$ cat src/rtl/id_ex_stage.sv
// ID/EX pipeline register with load-use hazard detection, branch flush,
// downstream hold and a saturating count of load-use bubble cycles.
module id_ex_stage #(
    parameter int DW = 32,
    parameter int AW = 5,
    parameter int CW = 32
) (
    input  logic          clk,
    input  logic          rst,

    input  logic          id_valid,
    input  logic [AW-1:0] id_rs,
    input  logic [AW-1:0] id_rt,
    input  logic [AW-1:0] id_rd,
    input  logic          id_uses_rs,
    input  logic          id_uses_rt,
    input  logic [DW-1:0] id_data1,
    input  logic [DW-1:0] id_data2,
    input  logic [DW-1:0] id_imm,
    input  logic [DW-1:0] id_pc4,
    input  logic [9:0]    id_ctl,

    input  logic          flush,
    input  logic          hold,

    output logic          ex_valid,
    output logic [AW-1:0] ex_rs,
    output logic [AW-1:0] ex_rt,
    output logic [AW-1:0] ex_rd,
    output logic [DW-1:0] ex_data1,
    output logic [DW-1:0] ex_data2,
    output logic [DW-1:0] ex_imm,
    output logic [DW-1:0] ex_pc4,
    output logic [9:0]    ex_ctl,

    output logic          stall,
    output logic [CW-1:0] stall_cnt
);

    // ctl layout: {regwrite, memread, memwrite, memtoreg, alusrc, regdst, aluop[3:0]}
    localparam int CTL_MEMREAD = 8;

    logic ex_memread;
    logic rs_hit;
    logic rt_hit;
    logic lu;
    logic bubble;
    logic count_en;
    logic cnt_sat;

    always_comb begin
        ex_memread = ex_ctl[CTL_MEMREAD];
        rs_hit     = id_uses_rs && (id_rs == ex_rt);
        rt_hit     = id_uses_rt && (id_rt == ex_rt);
        // A load targeting r0 never produces a value worth waiting for.
        lu         = id_valid && ex_valid && ex_memread && (ex_rt != '0) && (rs_hit || rt_hit);
        stall      = (lu && !flush) || hold;
        bubble     = flush || lu;
        count_en   = !hold && !flush && lu;
        cnt_sat    = (stall_cnt == {CW{1'b1}});
    end

    always_ff @(posedge clk) begin
        if (rst) begin
            ex_valid <= 1'b0;
            ex_rs    <= '0;
            ex_rt    <= '0;
            ex_rd    <= '0;
            ex_data1 <= '0;
            ex_data2 <= '0;
            ex_imm   <= '0;
            ex_pc4   <= '0;
            ex_ctl   <= '0;
        end else if (!hold) begin
            if (bubble) begin
                ex_valid <= 1'b0;
                ex_rs    <= '0;
                ex_rt    <= '0;
                ex_rd    <= '0;
                ex_data1 <= '0;
                ex_data2 <= '0;
                ex_imm   <= '0;
                ex_pc4   <= '0;
                ex_ctl   <= '0;
            end else begin
                ex_valid <= id_valid;
                ex_rs    <= id_rs;
                ex_rt    <= id_rt;
                ex_rd    <= id_rd;
                ex_data1 <= id_data1;
                ex_data2 <= id_data2;
                ex_imm   <= id_imm;
                ex_pc4   <= id_pc4;
                // Invalid slots carry no control so they can never write state.
                ex_ctl   <= id_valid ? id_ctl : '0;
            end
        end
    end

    always_ff @(posedge clk) begin
        if (rst) begin
            stall_cnt <= '0;
        end else if (count_en && !cnt_sat) begin
            stall_cnt <= stall_cnt + 1'b1;
        end
    end

endmodule

$ cat config.mk
export PLATFORM = sky130hd
export DESIGN_NAME = id_ex_stage
export DESIGN_NICKNAME = d
export VERILOG_FILES = /design/src/rtl/id_ex_stage.sv
export SDC_FILE = /design/constraint.sdc
export NUM_CORES = 1
export LEC_CHECK = 0
export CORE_MARGIN = 2
export CORE_UTILIZATION = 40
export DETAILED_ROUTE_END_ITERATION = 7
export GPL_ROUTABILITY_DRIVEN = 0
export PLACE_DENSITY = 0.87
export SYNTH_ARGS = -nofsm -noshare
export SYNTH_HDL_FRONTEND = slang
export SYNTH_SLANG_ARGS = --single-unit
$ cat constraint.sdc
create_clock -name clk -period 3.1 [get_ports clk]
set_input_delay 0.62 -clock clk [delete_from_list [all_inputs] [get_ports clk]]
set_output_delay 0.62 -clock clk [all_outputs]
set_load 0.02 [all_outputs]
==> results of run 1 <==
## worst register-to-register path, cell delays in order, from the launching register on
cell                        delay, ps
sky130_fd_sc_hd__dfxtp_1          420
sky130_fd_sc_hd__ha_1             280
sky130_fd_sc_hd__nand4_2          180
sky130_fd_sc_hd__or4_4            590
sky130_fd_sc_hd__a2111oi_4        480
sky130_fd_sc_hd__nand2_2           90
sky130_fd_sc_hd__or4_1            390
sky130_fd_sc_hd__nand2_1           80
## through the flow
step                setup WS [ps]  instance area [um^2]   util
CTS                           168                 11100  0.651
global placement             -135                 10600  0.617
detailed placement           -190                 10600  0.617
global route                 31.3                 11100  0.651
floorplan                     636                  6910      -
finish                        147                 11100  0.651
## kinds of logic after synthesis
kind of cell / Yosys count / synth area share
and+or+nand+nor: 276 / 0.184
AOI/OAI and AO/OA: 190 / 0.203
DFF: 186 / 0.539
buffers and inverters: 65 / 0.0377
xor gates and xnor gates: 18 / 0.0228
muxes: 7 / 0.0112
adders and majority gates: 1 / 0.00181
## area by class of cell
cell class | instances | area [um^2] | area share
Clock inverter | 13 | 133 | 0.0119
Sequential cell | 186 | 3720 | 0.334
Clock buffer | 19 | 433 | 0.0389
Timing Repair Buffer | 361 | 3610 | 0.324
Antenna cell | 1 | 2.50 | 0.000225
Tap cell | 225 | 282 | 0.0253
Inverter | 3 | 11.3 | 0.00101
Multi-Input combinational cell | 492 | 2940 | 0.264
## path summary, 6_finish.rpt
kind,slack (ps),to,cells past startpoint
hold reg to reg,490,ex_ctl[6]$_SDFFE_PP0N_,2
setup / recovery,150,stall,7
hold / removal,490,ex_ctl[6]$_SDFFE_PP0N_,2
setup reg to reg,540,stall_cnt[24]$_SDFFE_PP0P_,7
## Yosys cell counts (2+ instances only)
library cell / count
sky130_fd_sc_hd__inv_1: 3
sky130_fd_sc_hd__o21ai_0: 7
sky130_fd_sc_hd__or4b_1: 2
sky130_fd_sc_hd__mux2_1: 4
sky130_fd_sc_hd__clkbuf_1: 51
sky130_fd_sc_hd__nor2b_1: 9
sky130_fd_sc_hd__nand4_1: 10
sky130_fd_sc_hd__nand3_1: 14
sky130_fd_sc_hd__nor3_1: 2
sky130_fd_sc_hd__or2_1: 2
sky130_fd_sc_hd__o31ai_1: 5
sky130_fd_sc_hd__nand2_1: 19
sky130_fd_sc_hd__mux2_2: 2
sky130_fd_sc_hd__xor2_1: 8
sky130_fd_sc_hd__or4_1: 12
sky130_fd_sc_hd__and3_2: 2
sky130_fd_sc_hd__nor4_1: 5
sky130_fd_sc_hd__and3_1: 5
sky130_fd_sc_hd__o21ai_1: 5
sky130_fd_sc_hd__a32oi_1: 10
sky130_fd_sc_hd__buf_2: 10
sky130_fd_sc_hd__xnor2_1: 10
sky130_fd_sc_hd__a21oi_1: 12
sky130_fd_sc_hd__dfxtp_1: 186
sky130_fd_sc_hd__or3_1: 9
sky130_fd_sc_hd__a22oi_1: 144
sky130_fd_sc_hd__nor2_1: 176
## power groups by stage
stage | registers [mW] | logic [mW] | clock network (mW)
floorplan | 2.65 | 0.204 | 0
global placement | 2.56 | 0.698 | 0
detailed placement | 2.56 | 0.706 | 0
CTS | 2.51 | 0.710 | 2.18
global route | 2.51 | 0.754 | 2.27
finish | 2.51 | 0.708 | 2.13
## state kept, by name (all words and copies together), names as in the netlist
register   flops
ex_rd          5
ex_rs          5
ex_ctl        10
ex_imm        32
ex_data2      32
ex_rt          5
ex_data1      32
stall_cnt     32
ex_pc4        32
ex_valid       1
## routing by layer
metal	track usage	wire length, um	up-vias
met2	0.409	11400	279
met5	0	0	-
met1	0.278	8670	3274
met3	0.0879	1920	48
li1	-	-	3314
met4	0.0914	688	0
==> results.txt, run 1 <==
----------------------------------------------------
[Timing]
  Final slew viol count ... 0
  Final-layout worst hold slack ... 489 ps
  RSZ-0062 raised after global routing ... no
  Total negative slack ... 0 ps
  Share of the clock period used by the worst path after layout ... 0.953
  Total of endpoints with negative setup slack in the final report ... 0
  Final Hold Violating Endpoints ... 0
  Worst-Margin Slew ... 1000 ps
  Final worst path period need ... 2950 ps
  Slew Limit Headroom ... 0.334
  Worst Skew ... 11.8 ps
  Fmax ... 0.339 GHz

[Synthesis]
  Yosys warns ... 0
  Top FF cell, synth ... sky130_fd_sc_hd__dfxtp_1
  Cell area after synthesis ... 6910 um^2
  Sequential-to-total area share from yosys stat ... 0.539
  Fraction of synthesis flops using an asynchronous set or reset pin ... 0
  Number of nets produced by synthesis ... around 900
  Flip-flop and latch count after synthesis ... around 190
  Area share of the largest cell type after synthesis ... 0.539
  Synth unique cells ... 46
  Average cell area after synthesis ... 9.30 um^2
  Post-synthesis instance total ... 743
  Cell type contributing the most total cell area after synthesis ... sky130_fd_sc_hd__dfxtp_1
  EDFF count, synth ... 0
  Top area cells in the synthesized netlist ... sky130_fd_sc_hd__dfxtp_1 54%, sky130_fd_sc_hd__a22oi_1 16%, sky130_fd_sc_hd__nor2_1 9.6%

[Power and ir drop]
  Overall Power ... ~5.3 mW
  Combinational share of power ... 0.133
  Switching power total ... 1.37 mW
  Maximum VDD drop ... 0.354 mV
  Share of total power in sequential cells ... 0.469
  Power share of the clock group ... 0.398
  Power per Cell Area ... 480 nW/um^2
  Leakage power total ... 4.01 nW
  Design internal power ... 3.98 mW
  Switching power as a share of total power ... 0.256

[Worst setup path]
  Startpoint types ... primary input
  Kind of capture point of the worst setup path ... primary output
  Highest-delay cell along the critical path ... sky130_fd_sc_hd__clkdlybuf4s50_1
  Worst-path cell chain ... clkdlybuf4s50_1 -> xnor2_1 -> nand4_1 -> o22ai_2 -> nand2_1 -> o21bai_1 -> dlygate4sd2_1
  Arrival time at the worst endpoint ... 2330 ps
  Maximum fanout along the worst path ... 2
  Buf+Inv Stages, Crit Path ... 2
  CP required ... 2480 ps
  Top cell family by delay on the critical path ... buffers and inverters
  Setup CP Type ... in -> out
  Maximum cell stage delay along the critical path ... 520 ps
  Critical path origin ... id_rs[3]
  Reg2reg start ... stall_cnt[0]$_SDFFE_PP0P_

[Clock network]
  Total setup buffers inserted after CTS ... 0
  Number of sinks driven by the clock tree ... 186
  Number of buffers created by CTS ... 17
  Count of hold-fix buffers inserted at cts ... 0
  Deepest level of the CTS H-tree ... 4
  Clk root buf ... sky130_fd_sc_hd__clkbuf_16
  Clock tree from TritonCTS ... yes
  Insertion delay to the later sink of the worst-skew pair ... 430 ps
  Clock slew at reported path FFs ... 60 ps
  Clock buffer depth ... 2
  Quantity of gates resized following cts ... 2

[Route]
  Total Routed Length ... 22,700 um
  Antenna-violating nets left ... 0
  Starting DRT DRC Count ... 479
  Detailed-route vias per instance ... 5.32
  Post-DR wirelength/cell ... 17.5 um
  First drt pass iteration count ... 5
  Number of remaining DRC errors ... 0
  DR vias ... 6,915

[Status]
  Run status ... finished clean

[GRT]
  Global-route congestion overflow total ... 0
  Maximum number of pins on one net before global-route repair ... 99
  Number of global-route vias before repair ... 6,744
  Global-route total usage across every layer ... 0.241
  First-pass GRT wire length ... 35,000 um
  Antenna violations before repair ... 1

[Floorplanning]
  DIE WIDTH ... approximately 140 um
  Number of placement rows ... 48
  Initial Util ... 0.404
  Core area ... approximately 17,000 um^2
  DIE AREA ... 18,300 um^2
  Die Ht ... 135 um
  Boundary Pins ... 347

[Final layout]
  Final cell count without fillers ... 1,300
  Share of layout cells above drive strength 1 ... 0.0549
  Commonest cells after routing, fill and taps aside ... 343 x sky130_fd_sc_hd__clkdlybuf4s50_1, 186 x sky130_fd_sc_hd__dfxtp_1, 176 x sky130_fd_sc_hd__nor2_1
  Area growth from synthesis to final layout ... 61.1%
  Most common cell after layout, fill and taps aside ... sky130_fd_sc_hd__clkdlybuf4s50_1
  Count of filler cells inserted in the layout ... about 1,400
  Final-stage net count ... 1,222

[Min path]
  Beginning of the worst hold path ... ex_ctl[6]$_SDFFE_PP0N_
  Hold/Removal Path Class ... reg -> reg

[Placed design]
  IO Port Bufs ... 346
  Dpl hpwl ... about 16,000 um
  Post-Place Cells ... roughly 1,300

[Run]
  Max Cap Violations ... 0

----------------------------------------------------
Note: power is estimated with default switching activity, not from simulation.
==> inputs of run 2 (changes only) <==
- CTS_CLUSTER_SIZE: not set -> 25
==> results of run 2 <==
The final DEF is identical to that of run 1; final timing and power are the same.
